==> config.mk <==
export PLATFORM = sky130hd
export DESIGN_NAME = traffic_phase_ctrl
export DESIGN_NICKNAME = d
export VERILOG_FILES = /design/src/rtl/traffic_pkg.sv /design/src/rtl/phase_expiry_det.sv /design/src/rtl/traffic_phase_ctrl.sv
export SDC_FILE = /design/constraint.sdc
export NUM_CORES = 1
export LEC_CHECK = 0
export BUFFER_PORTS_ARGS = -buffer_cell sky130_fd_sc_hd__buf_2
export CORE_MARGIN = 5
export CORE_UTILIZATION = 43
export CTS_CLUSTER_DIAMETER = 50
export DETAILED_ROUTE_END_ITERATION = 8
export HOLD_SLACK_MARGIN = 0.15
export PLACE_DENSITY = 0.82
export SLEW_MARGIN = 0
export SYNTH_ARGS = -nofsm -noshare
export SYNTH_HDL_FRONTEND = slang
export SYNTH_HIERARCHICAL = 1
export SYNTH_SLANG_ARGS = --single-unit
==> constraint.sdc <==
create_clock -name Clk -period 1.1 [get_ports Clk]
set_input_delay 0.165 -clock Clk [delete_from_list [all_inputs] [get_ports Clk]]
set_output_delay 0.165 -clock Clk [all_outputs]
set_load 0.05 [all_outputs]
==> src/rtl/traffic_pkg.sv <==
// Shared definitions for the traffic phase sequencer: default count lengths,
// lamp encodings and the phase state encoding.
package traffic_pkg;

  // Default count lengths loaded into the down-counter for each phase kind
  localparam logic [3:0] DEF_GREEN_MODE  = 4'd9;
  localparam logic [3:0] DEF_YELLOW_MODE = 4'd5;
  localparam logic [3:0] DEF_ALLRED_MODE = 4'd1;
  localparam logic [3:0] DEF_WALK_MODE   = 4'd9;

  // Lamp encodings, {Red,Yellow,Green}, one-hot
  localparam logic [2:0] LAMP_RED = 3'b100;
  localparam logic [2:0] LAMP_YEL = 3'b010;
  localparam logic [2:0] LAMP_GRN = 3'b001;

  // Phase encoding; PH_PED is only reachable when the walk phase is built in
  typedef enum logic [2:0] {
    PH_AR_NS = 3'd0,
    PH_NS_G  = 3'd1,
    PH_NS_Y  = 3'd2,
    PH_AR_EW = 3'd3,
    PH_EW_G  = 3'd4,
    PH_EW_Y  = 3'd5,
    PH_PED   = 3'd6
  } phase_e;

  // True when the counter has reached its terminal value
  function automatic logic count_is_zero(input logic [3:0] count);
    count_is_zero = (count == 4'd0);
  endfunction

endpackage

==> src/rtl/phase_expiry_det.sv <==
// Count-expiry detector. A phase may only expire after the counter has been
// seen non-zero during that phase, so a zero left over from the previous
// phase cannot advance the sequencer twice in a row.
module phase_expiry_det
  import traffic_pkg::*;
(
  input  logic       Clk,
  input  logic       nReset,
  input  logic       Enable,
  input  logic [3:0] Count,
  output logic       expiry
);

  logic armed_r;
  logic count_zero_s;

  assign count_zero_s = count_is_zero(Count);
  assign expiry       = Enable & armed_r & count_zero_s;

  // Arm on a live non-zero count, disarm on the expiry edge, hold while frozen
  always_ff @(posedge Clk or negedge nReset) begin
    if (!nReset) begin
      armed_r <= 1'b0;
    end else if (expiry) begin
      armed_r <= 1'b0;
    end else if (Enable && !count_zero_s) begin
      armed_r <= 1'b1;
    end else begin
      armed_r <= armed_r;
    end
  end

endmodule

==> src/rtl/traffic_phase_ctrl.sv <==
// Traffic phase sequencer sitting in front of the 4-bit down-counter.
// Walks NS green/yellow, all-red, EW green/yellow, all-red, loading the
// counter's Mode for each phase. All outputs come straight from flops.
// Build option: TRAFFIC_PED_EN adds a pedestrian walk phase after EW yellow
// when a request is pending; without it PedReq is ignored and PedWalk is 0.
module traffic_phase_ctrl
  import traffic_pkg::*;
#(
  parameter logic [3:0] GREEN_MODE  = DEF_GREEN_MODE,
  parameter logic [3:0] YELLOW_MODE = DEF_YELLOW_MODE,
  parameter logic [3:0] ALLRED_MODE = DEF_ALLRED_MODE,
  parameter logic [3:0] WALK_MODE   = DEF_WALK_MODE
) (
  input  logic       Clk,
  input  logic       nReset,
  input  logic       Enable,
  input  logic [3:0] Count,
  input  logic       PedReq,
  output logic [3:0] Mode,
  output logic       CntEnable,
  output logic [2:0] LightNS,
  output logic [2:0] LightEW,
  output logic       PedWalk
);

  localparam logic [2:0] ST_AR_NS = PH_AR_NS;
  localparam logic [2:0] ST_NS_G  = PH_NS_G;
  localparam logic [2:0] ST_NS_Y  = PH_NS_Y;
  localparam logic [2:0] ST_AR_EW = PH_AR_EW;
  localparam logic [2:0] ST_EW_G  = PH_EW_G;
  localparam logic [2:0] ST_EW_Y  = PH_EW_Y;
`ifdef TRAFFIC_PED_EN
  localparam logic [2:0] ST_PED   = PH_PED;
`endif

  logic       expiry_s;
  logic [2:0] state_r;
  logic [2:0] state_nxt_s;
  logic [3:0] mode_r;
  logic [3:0] mode_nxt_s;
  logic [2:0] ns_r;
  logic [2:0] ns_nxt_s;
  logic [2:0] ew_r;
  logic [2:0] ew_nxt_s;
  logic       cnt_en_r;
  logic       walk_nxt_s;

  phase_expiry_det u_expiry (
    .Clk    (Clk),
    .nReset (nReset),
    .Enable (Enable),
    .Count  (Count),
    .expiry (expiry_s)
  );

`ifdef TRAFFIC_PED_EN
  logic ped_pending_r;
  logic walk_r;
`else
  logic       unused_ped_req_s;
  logic [3:0] unused_walk_mode_s;
  assign unused_ped_req_s   = PedReq;
  assign unused_walk_mode_s = WALK_MODE;
`endif

  // Phase sequencing: advance exactly one phase per expiry pulse
  always_comb begin
    state_nxt_s = state_r;
    if (expiry_s) begin
      case (state_r)
        ST_AR_NS: state_nxt_s = ST_NS_G;
        ST_NS_G:  state_nxt_s = ST_NS_Y;
        ST_NS_Y:  state_nxt_s = ST_AR_EW;
        ST_AR_EW: state_nxt_s = ST_EW_G;
        ST_EW_G:  state_nxt_s = ST_EW_Y;
`ifdef TRAFFIC_PED_EN
        ST_EW_Y: begin
          if (ped_pending_r) begin
            state_nxt_s = ST_PED;
          end else begin
            state_nxt_s = ST_AR_NS;
          end
        end
        ST_PED:   state_nxt_s = ST_AR_NS;
`else
        ST_EW_Y:  state_nxt_s = ST_AR_NS;
`endif
        default:  state_nxt_s = ST_AR_NS;
      endcase
    end else begin
      state_nxt_s = state_r;
    end
  end

  // Output decode from the next phase so lamps and Mode change on the expiry edge
  always_comb begin
    mode_nxt_s = ALLRED_MODE;
    ns_nxt_s   = LAMP_RED;
    ew_nxt_s   = LAMP_RED;
    walk_nxt_s = 1'b0;
    case (state_nxt_s)
      ST_AR_NS: begin mode_nxt_s = ALLRED_MODE; ns_nxt_s = LAMP_RED; ew_nxt_s = LAMP_RED; end
      ST_NS_G:  begin mode_nxt_s = GREEN_MODE;  ns_nxt_s = LAMP_GRN; ew_nxt_s = LAMP_RED; end
      ST_NS_Y:  begin mode_nxt_s = YELLOW_MODE; ns_nxt_s = LAMP_YEL; ew_nxt_s = LAMP_RED; end
      ST_AR_EW: begin mode_nxt_s = ALLRED_MODE; ns_nxt_s = LAMP_RED; ew_nxt_s = LAMP_RED; end
      ST_EW_G:  begin mode_nxt_s = GREEN_MODE;  ns_nxt_s = LAMP_RED; ew_nxt_s = LAMP_GRN; end
      ST_EW_Y:  begin mode_nxt_s = YELLOW_MODE; ns_nxt_s = LAMP_RED; ew_nxt_s = LAMP_YEL; end
`ifdef TRAFFIC_PED_EN
      ST_PED: begin
        mode_nxt_s = WALK_MODE;
        ns_nxt_s   = LAMP_RED;
        ew_nxt_s   = LAMP_RED;
        walk_nxt_s = 1'b1;
      end
`endif
      default:  begin mode_nxt_s = ALLRED_MODE; ns_nxt_s = LAMP_RED; ew_nxt_s = LAMP_RED; end
    endcase
  end

  // Phase and output registers; counter enable simply follows Enable one edge later
  always_ff @(posedge Clk or negedge nReset) begin
    if (!nReset) begin
      state_r  <= ST_AR_NS;
      mode_r   <= ALLRED_MODE;
      ns_r     <= LAMP_RED;
      ew_r     <= LAMP_RED;
      cnt_en_r <= 1'b0;
    end else begin
      state_r  <= state_nxt_s;
      mode_r   <= mode_nxt_s;
      ns_r     <= ns_nxt_s;
      ew_r     <= ew_nxt_s;
      cnt_en_r <= Enable;
    end
  end

`ifdef TRAFFIC_PED_EN
  // Pedestrian request latch; a new request wins over the clear on PED entry
  always_ff @(posedge Clk or negedge nReset) begin
    if (!nReset) begin
      ped_pending_r <= 1'b0;
      walk_r        <= 1'b0;
    end else begin
      walk_r <= walk_nxt_s;
      if (PedReq) begin
        ped_pending_r <= 1'b1;
      end else if ((state_nxt_s == ST_PED) && (state_r != ST_PED)) begin
        ped_pending_r <= 1'b0;
      end else begin
        ped_pending_r <= ped_pending_r;
      end
    end
  end

  assign PedWalk = walk_r;
`else
  logic unused_walk_nxt_s;
  assign unused_walk_nxt_s = walk_nxt_s;
  assign PedWalk           = 1'b0;
`endif

  assign Mode      = mode_r;
  assign CntEnable = cnt_en_r;
  assign LightNS   = ns_r;
  assign LightEW   = ew_r;

endmodule

==> results.md, run 1 <==
- Status: finished with violations
- Failing checks: setup timing
- DR pass1 iterations: 4
- Yosys cell types: 29
- Vias in the first global route: approximately 450
- Clock root cell: clkbuf_4
- Port Buffers: 15
- Initial antenna violation count: 0
- Footprint of the multi-input gates: between 200 and 300 µm²
- Worst IR Drop VDD: between 1000 and 1500 µV
- R2R Path Start: u_expiry/armed_r
- Synth top area share: 0.433
- Post-placement cell count: 87
- Detailed placer's ending HPWL: between 800 and 900 µm
- Crit-path cells: and3_4 > nand2_2 > or2_1 > a21oi_2
- Cells after synthesis: 57
- Total GRT Usage: 0.121
- Final setup violating endpoints: 7
- CTS clk-pin slew, worst paths: 70 ps
- H-tree levels: 1
- Flops & latches, synth: 13
- Min Clock Period, post-route: 1160 ps
- Initial core utilization: 0.471
- Seq. cell area: 332 µm²
- Post-synthesis sequential area ratio: 0.516
- Syn Area/Cell: 11.2 µm²
- Synth warnings: 6
- Row cnt: 13
- PwrDens: 2400 nW/µm²
- Wire per inst: 13.7 µm
- Fillers: between 100 and 150
- RSZ-0062 raised after global routing: true
- Hold Startpoint: Enable
- CP max FO: 8
- Total Wirelength: 1.30 mm
- Worst stage delay on the critical path: 380 ps
- Die X: a little under 50 µm
- R2R setup slack: -60 ps
- Dominant cell type by area after synthesis: dfrtp_1
- Non-Filler Instances: 95
- Final period util: 1.05
- TritonCTS buffer count: 3
- Req. time, crit path: 1310 ps
- ANT nets after route: 0
- Setup WS post-layout: -60.2 ps
- Most common cell after layout, fill and taps aside: buf_2
- Final hold vios: 0
- Crit path kind: flip-flop to flip-flop
- Core area: 1350 µm²
- Fin. max-slew vios: 0
- Die Y: 48.4 µm
- Die ar.: 2350 µm²
- Insertion delay to the later sink of the worst-skew pair: 270 ps
- DR iter-0 viols: 3
- Setup TNS: -219 ps
- CP startpoint: u_expiry/armed_r
- Fmax achieved: about 860 MHz
- Tot Pwr: 2.05 mW
- Synth-to-Final Area Change: 34.3%
- Top post-synthesis cells by area: dfrtp_1 43%, dfstp_2 8.3%, buf_6 5.3%
- GRT overflow: 0
- Cell Area, Synth: 636 µm²
- Largest net degree at the start of global routing: 14
- Final core utilization: 0.632
- Routability cong.: roughly 0.78
- Critical Path AT: 1370 ps
- CTS max path bufs: 2
- Io pins: 20
- Number of max-cap violations: 0
- Global-route wire length before repair: 2.20 mm
- WHS: 198 ps
- Share of layout cells above drive strength 1: 0.563
- Dpl cell area: 736 µm²
- Commonest cells after routing, fill and taps aside: 13 x buf_2, 8 x dfrtp_1, 7 x buf_4
- Clk_skew: 1.48 ps
- Design Area, Final: 853 µm²
- DRC Markers: 0
- Startpoint Class: flip-flop
- Final nets: 89
- Worst Setup End Kind: flip-flop
- Clock sinks: 13
- Pre-CTS WS: -309 ps
- Slowest CP cell: dfrtp_1
- Hold Path Class: input pin to flip-flop
- Pleak: approximately 0.39 nW
- Antenna diodes: 0
- CTS tree: yes
- Vias per inst: approximately 4.9
- DR vias: 470
[sequential cells by signal (all words and copies together), names as in the netlist]
signal and count:
u_expiry/armed_r 1, LightNS 3, CntEnable 1, Mode 2, LightEW 3, state_r 3
[critical path: cells and delay by family, from the launching register on]
family | cells | cell delay, ps
flip-flops | 1 | 380
AND/OR/NAND/NOR | 3 | 610
AO/OA/AOI/OAI | 1 | 110
[per-layer routing]
| metal | share of wire | wire, µm | track usage | up-vias |
|---|---|---|---|---|
| met5 | 0 | 0 | 0 | - |
| met4 | 0.024 | 31 | 0.0691 | 0 |
| met3 | 0.055 | 71 | 0.0245 | 4 |
| met2 | 0.55 | 708 | 0.198 | 15 |
| met1 | 0.37 | 485 | 0.146 | 225 |
| li1 | - | - | - | 226 |
[power by group]
| part | leakage, nW | internal, mW | switching [mW] |
|---|---|---|---|
| Combinational | 0.223 | 0.365 | 0.610 |
| Sequential | 0.156 | 0.635 | 0.147 |
| Clock | 0.0150 | 0.141 | 0.149 |
| Total | 0.394 | 1.14 | 0.906 |
[final timing paths]
| kind | endpoint | depth (start not counted) |
|---|---|---|
| max in group asynchronous | LightEW[2] | 2 |
| min in group asynchronous | LightEW[1] | 2 |
| worst max-delay path | LightNS[1] | 4 |
| worst max register to register | LightNS[1] | 4 |
| worst min-delay path | u_expiry/armed_r | 3 |
| worst min register to register | state_r[1] | 1 |
[cells by family after synthesis]
kind of cell,after synthesis,synth area share
xor+xnor,3,0.0413
other cells,2,0.0118
flops,13,0.516
compound gates,10,0.128
buf+inv,8,0.106
simple gates,21,0.197
[synth_stat cells]
library cell  instances
nand3_1               1
xnor2_1               3
conb_1                2
and2b_1               1
o31ai_2               1
nand2b_1              1
a21boi_1              1
dfstp_2               2
nor2b_1               2
o311ai_2              1
nand2_1               7
nor2_4                1
nor2_2                1
nand3_2               1
nor4_2                1
a21oi_2               1
o21ai_0               3
o31ai_1               1
nor2_1                1
inv_1                 1
nand2_2               1
or2_1                 1
and3_1                1
a32oi_1               1
nor3_1                1
buf_6                 3
a21oi_1               1
buf_4                 4
dfrtp_1              11
[final cells by class]
cell class / instances / area share
inverters: 1 / 0.00440
well taps: 15 / 0.0220
repair buffers: 25 / 0.210
clock buffers: 4 / 0.0308
flip-flops and latches: 13 / 0.389
multi-input cells: 37 / 0.345
[timing repair]
action                                  CTS  global route
hold buffers                              2             0
cloned                                    0             0
pin swaps                                 3             5
resized for setup                         9             9
buffers inserted                          2             1
endpoints found under the setup margin    9            13
endpoints found under the hold margin    14             0
(Power assumes the default switching activity.)
==> run 2: changes to the inputs <==
Settings changed: SKIP_LAST_GASP set to 1.
==> results.md, run 2 (synthesis gave the netlist of run 1 again) <==
- Most common cell after layout, fill and taps aside: buf_2
- Failing checks: setup timing
- Number of max-cap violations: 0 (unchanged)
- Vias per inst: 4.96 (+0.21%)
- Post-placement cell count: 87 (unchanged)
- Initial antenna violation count: 0 (unchanged)
- CP max FO: 8 (unchanged)
- Fin. max-slew vios: 0 (unchanged)
- Worst Setup End Kind: flip-flop
- Die ar.: 2350 µm² (unchanged)
- Largest net degree at the start of global routing: 14 (unchanged)
- Final hold vios: 0 (unchanged)
- Status: finished with violations
- Io pins: 20 (unchanged)
- Non-Filler Instances: 95 (unchanged)
- GRT overflow: 0 (unchanged)
- Req. time, crit path: 1310 ps (about the same)
- Total Wirelength: 1.30 mm (+0.15%)
- Die Y: 48.4 µm (unchanged)
- TritonCTS buffer count: 3 (unchanged)
- Wire per inst: 13.7 µm (+0.15%)
- Core area: 1350 µm² (unchanged)
- Crit path kind: flip-flop to flip-flop
- Initial core utilization: 0.471 (unchanged)
- RSZ-0062 raised after global routing: true
- ANT nets after route: 0 (unchanged)
- Die X: 48.4 µm (unchanged)
- CP endpoint: LightNS[1]
- Final setup violating endpoints: 7 (unchanged)
- R2R setup slack: -60 ps (about the same)
- Min Clock Period, post-route: 1160 ps (-0.121 ps)
- DR pass1 iterations: 4 (unchanged)
- Clk_skew: 1.48 ps (-0.0000900 ps)
- Insertion delay to the later sink of the worst-skew pair: 270 ps (about the same)
- Row cnt: 13 (unchanged)
- Fmax achieved: 862 MHz (about the same)
- Dpl cell area: 736 µm² (unchanged)
- CTS tree: yes
- CP startpoint: u_expiry/armed_r
- Routability cong.: 0.779 (unchanged)
- Vias in the first global route: 445 (unchanged)
- Share of layout cells above drive strength 1: 0.563 (unchanged)
- Total GRT Usage: 0.121 (unchanged)
- DRC Markers: 0 (unchanged)
- H-tree levels: 1 (unchanged)
- Commonest cells after routing, fill and taps aside: 13 x buf_2, 8 x dfrtp_1, 7 x buf_4
- Pleak: 0.394 nW (about the same)
- CTS clk-pin slew, worst paths: 70 ps (about the same)
- Clock sinks: 13 (unchanged)
- FF-to-FF path depth: 4 (unchanged)
- R2R Path Start: u_expiry/armed_r
- Port Buffers: 15 (unchanged)
- Antenna diodes: 0 (unchanged)
- Startpoint Class: flip-flop
- Clock root cell: clkbuf_4
- PwrDens: 2400 nW/µm² (about the same)
- DR vias: 471 (+0.21%)
- CTS max path bufs: 2 (unchanged)
- FF-to-FF End: LightNS[1]
- Final period util: 1.05 (about the same)
- Detailed placer's ending HPWL: 821 µm (unchanged)
- Design Area, Final: 853 µm² (unchanged)
- Setup WS post-layout: -60.0 ps (+0.121 ps)
- Global-route wire length before repair: 2.20 mm (unchanged)
- Hold Path Class: input pin to flip-flop
- Worst IR Drop VDD: 1070 µV (about the same)
- Final nets: 89 (unchanged)
- Synth-to-Final Area Change: 34.3% (unchanged)
- Critical Path AT: 1370 ps (about the same)
- DR iter-0 viols: 5 (+2)
-- run 2: cell counts in the layout (fill, tap and decap cells not counted) --
Identical to the previous run, type by type.
-- run 2: final cells by class --
| class | instances | area [µm²] |
|---|---|---|
| well taps | 15 | 18.8 |
| flip-flops and latches | 13 | 332 |
| fillers | 104 | 497 |
| multi-input cells | 37 | 294 |
| clock buffers | 4 | 26.3 |
| inverters | 1 | 3.75 |
| repair buffers | 25 | 179 |
-- run 2: stage by stage --
step           total power [mW]  setup slack, ps  TNS [ps]  utilization  hold WS (ps)
3_3_place_gp               1.60             -307     -2200        0.545          53.1
2_1_floorplan              1.46             -104      -252            -          -131
6_report                   2.04            -60.0      -230        0.632           198
5_1_grt                    2.17             -112      -603        0.632           197
3_5_place_dp               1.61             -309     -2210        0.545          60.3
4_1_cts                    2.00            -42.6      -153        0.615           175
-- run 2: per-layer routing --
| metal | track usage | share of wire |
|---|---|---|
| met1 | 0.146 | 0.38 |
| met2 | 0.198 | 0.54 |
| met3 | 0.0245 | 0.055 |
| met4 | 0.0691 | 0.024 |
| met5 | 0 | 0 |
-- run 2: how the worst min path moves through the flow --
stage                                   to  slack (ps)   start  depth (start not counted)
final                     u_expiry/armed_r         200  Enable                          3
after CTS                 u_expiry/armed_r         170  Enable                          3
after global placement          LightNS[1]          50  nReset                          1
after detailed placement        LightEW[1]          60  nReset                          1
after global routing      u_expiry/armed_r         200  Enable                          3
after floorplan                  CntEnable        -130  nReset                          0
-- run 2: report_power, final --
group	leakage, nW	switching (mW)	internal [mW]	total, mW
logic	0.223	0.609	0.364	0.973
clock network	0.0150	0.149	0.141	0.289
registers	0.156	0.147	0.635	0.782
total	0.394	0.905	1.14	2.04
-- run 2: critical path, cell delays in order, from the launching register on --
cell and delay, ps:
dfrtp_1 380, and3_4 310, nand2_2 80, or2_1 220
a21oi_2 110
-- run 2: timing repair --
item / in CTS / in global routing
pin swaps: 3 / 4
gates resized for setup: 9 / 9
endpoints found under the setup margin: 9 / 13
endpoints found under the hold margin: 14 / 0
hold buffers: 2 / 0
buffers inserted: 2 / 1
==> run 3: changes to the inputs <==
Settings changed: CTS_BUF_LIST set to sky130_fd_sc_hd__clkbuf_4 sky130_fd_sc_hd__clkbuf_8 sky130_fd_sc_hd__clkbuf_16.
==> results.md, run 3 (synthesis gave the netlist of run 1 again) <==
- Die ar.: 2350 µm² (unchanged)
- Die X: 48.4 µm (unchanged)
- Fmax achieved: 858 MHz (-0.51%)
- Worst stage delay on the critical path: 380 ps (about the same)
- Final hold vios: 0 (unchanged)
- Post-placement cell count: 87 (unchanged)
- Critical Path AT: 1380 ps (about the same)
- Most common cell after layout, fill and taps aside: buf_2
- Initial core utilization: 0.471 (unchanged)
- Commonest cells after routing, fill and taps aside: 13 x buf_2, 8 x dfrtp_1, 7 x buf_4
- RSZ-0062 raised after global routing: true
- Sequential share of power: 0.378 (-0.004)
- Hold Startpoint: Enable
- ANT nets after route: 0 (unchanged)
- DR iter-0 viols: 4 (-1)
- TritonCTS buffer count: 3 (unchanged)
- Logic pwr share: 0.470 (-0.006)
- Failing checks: setup timing
- Largest net degree at the start of global routing: 14 (unchanged)
- Min Clock Period, post-route: 1170 ps (+5.95 ps)
- DR pass1 iterations: 4 (unchanged)
- Non-Filler Instances: 95 (unchanged)
- Wire per inst: 13.6 µm (-0.46%)
- Clock root cell: clkbuf_4
- CTS clk-pin slew, worst paths: 70 ps (about the same)
- Number of max-cap violations: 0 (unchanged)
- Initial antenna violation count: 0 (unchanged)
- Total GRT Usage: 0.122 (+0.000635)
- GRT overflow: 0 (unchanged)
- Footprint of the multi-input gates: 294 µm² (unchanged)
- Synth-to-Final Area Change: 34.8%
- Crit-path cells: and3_4 > nand2_2 > or2_1 > a21oi_2
- Req. time, crit path: 1310 ps (about the same)
- Vias in the first global route: 446 (+0.22%)
- Design Area, Final: 857 µm² (+0.44%)
- Seq. cell area: 332 µm² (unchanged)
- Worst Setup End Kind: flip-flop
- Io pins: 20 (unchanged)
- Total Wirelength: 1.29 mm (-0.46%)
- Insertion delay to the later sink of the worst-skew pair: 270 ps (about the same)
- Startpoint Class: flip-flop
- CTS max path bufs: 2 (unchanged)
- Pleak: 0.397 nW (+0.87%)
- Clock sinks: 13 (unchanged)
- WP buf/inv: 0 (unchanged)
- Crit path kind: flip-flop to flip-flop
- Internal power: 1.16 mW (+2.2%)
- CP max FO: 8 (unchanged)
- DRC Markers: 0 (unchanged)
- NetSw: 0.903 mW (-0.20%)
- Routability cong.: 0.779 (unchanged)
- PwrDens: 2410 nW/µm² (+0.67%)
- R2R Path Start: u_expiry/armed_r
- Row cnt: 13 (unchanged)
- Detailed placer's ending HPWL: 821 µm (unchanged)
- Final period util: 1.06 (+0.00541)
- Setup WS post-layout: -66.0 ps (-5.95 ps)
- CP startpoint: u_expiry/armed_r
- Worst IR Drop VDD: 1080 µV (+0.33%)
- Slowest CP cell: dfrtp_1
- Fin. max-slew vios: 0 (unchanged)
- Share of layout cells above drive strength 1: 0.575 (+0.0125)
- Pre-CTS WS: -309 ps (unchanged)
- Dpl cell area: 736 µm² (unchanged)
- Final nets: 89 (unchanged)
- CTS tree: yes
- Status: finished with violations
- Core area: 1350 µm² (unchanged)
- Port Buffers: 15 (unchanged)
- Clk pwr share: 0.152 (+0.010)
- Clk_skew: 1.77 ps (+0.295 ps)
- Antenna diodes: 0 (unchanged)
- Fillers: 102 (-1.9%)
- DR vias: 475 (+0.85%)
- Global-route wire length before repair: 2.21 mm (+0.59%)
- Die Y: 48.4 µm (unchanged)
- Tot Pwr: 2.07 mW (+1.1%)
- Final setup violating endpoints: 7 (unchanged)
- Hold Path Class: input pin to flip-flop
- Vias per inst: 5.00 (+0.85%)
- CP delay by family, top: simple AND/OR/NAND/NOR gates
- Sw frac: 0.437 (-0.00577)
- H-tree levels: 1 (unchanged)
## run 3: cell types whose count changed in the layout (fill, tap and decap cells not counted)
cell,before,now
clkbuf_1,1,0
clkbuf_4,3,4
## run 3: final cells by class
cell class                 count  share of cell area
multi-input combinational     37               0.343
tap                           15              0.0219
sequential                    13               0.387
clock buffer                   4              0.0350
inverter                       1             0.00438
timing repair buffer          25               0.209
## run 3: worst paths after layout
| check | endpoint | slack [ps] | cells past startpoint |
|---|---|---|---|
| worst min-delay path | u_expiry/armed_r | 200 | 3 |
| worst max register to register | LightNS[1] | -70 | 4 |
| min in group asynchronous | LightEW[1] | 300 | 2 |
| worst max-delay path | LightNS[1] | -70 | 4 |
| max in group asynchronous | LightEW[2] | 520 | 2 |
| worst min register to register | state_r[1] | 590 | 1 |
## run 3: power by group through the flow
stage               Sequential [mW]  Combinational, mW  Clock, mW
global route                  0.809               1.03      0.347
finish                        0.781              0.972      0.314
CTS                           0.761              0.936      0.323
global placement              0.750              0.849          0
detailed placement            0.751              0.863          0
floorplan                      1.04              0.416          0
## run 3: per-layer routing
metal | vias up | routed length (µm) | GRT usage | part of all wire
li1 | 225 | - | - | -
met1 | 231 | 478 | 0.148 | 0.37
met2 | 15 | 709 | 0.198 | 0.55
met3 | 4 | 72 | 0.0245 | 0.056
met4 | 0 | 32 | 0.0691 | 0.025
met5 | - | 0 | 0 | 0
## run 3: worst register-to-register path, delay by kind of cell (launching register included)
kind	cells	cell delay (ps)
simple gates	3	620
flops	1	380
compound gates	1	110
## run 3: stage by stage
| step | setup TNS [ps] | utilization | hold slack, ps |
|---|---|---|---|
| floorplan | -252 | - | -131 |
| global route | -603 | 0.635 | 204 |
| detailed placement | -2210 | 0.545 | 60.3 |
| global placement | -2200 | 0.545 | 53.1 |
| CTS | -154 | 0.618 | 176 |
| finish | -259 | 0.635 | 199 |
## run 3: what timing repair did
action,CTS,global route
hold endpoints to repair,14,0
pin swaps,3,4
setup endpoints to repair,9,13
setup buffers,2,1
hold buffers,2,0
resized for setup,9,9
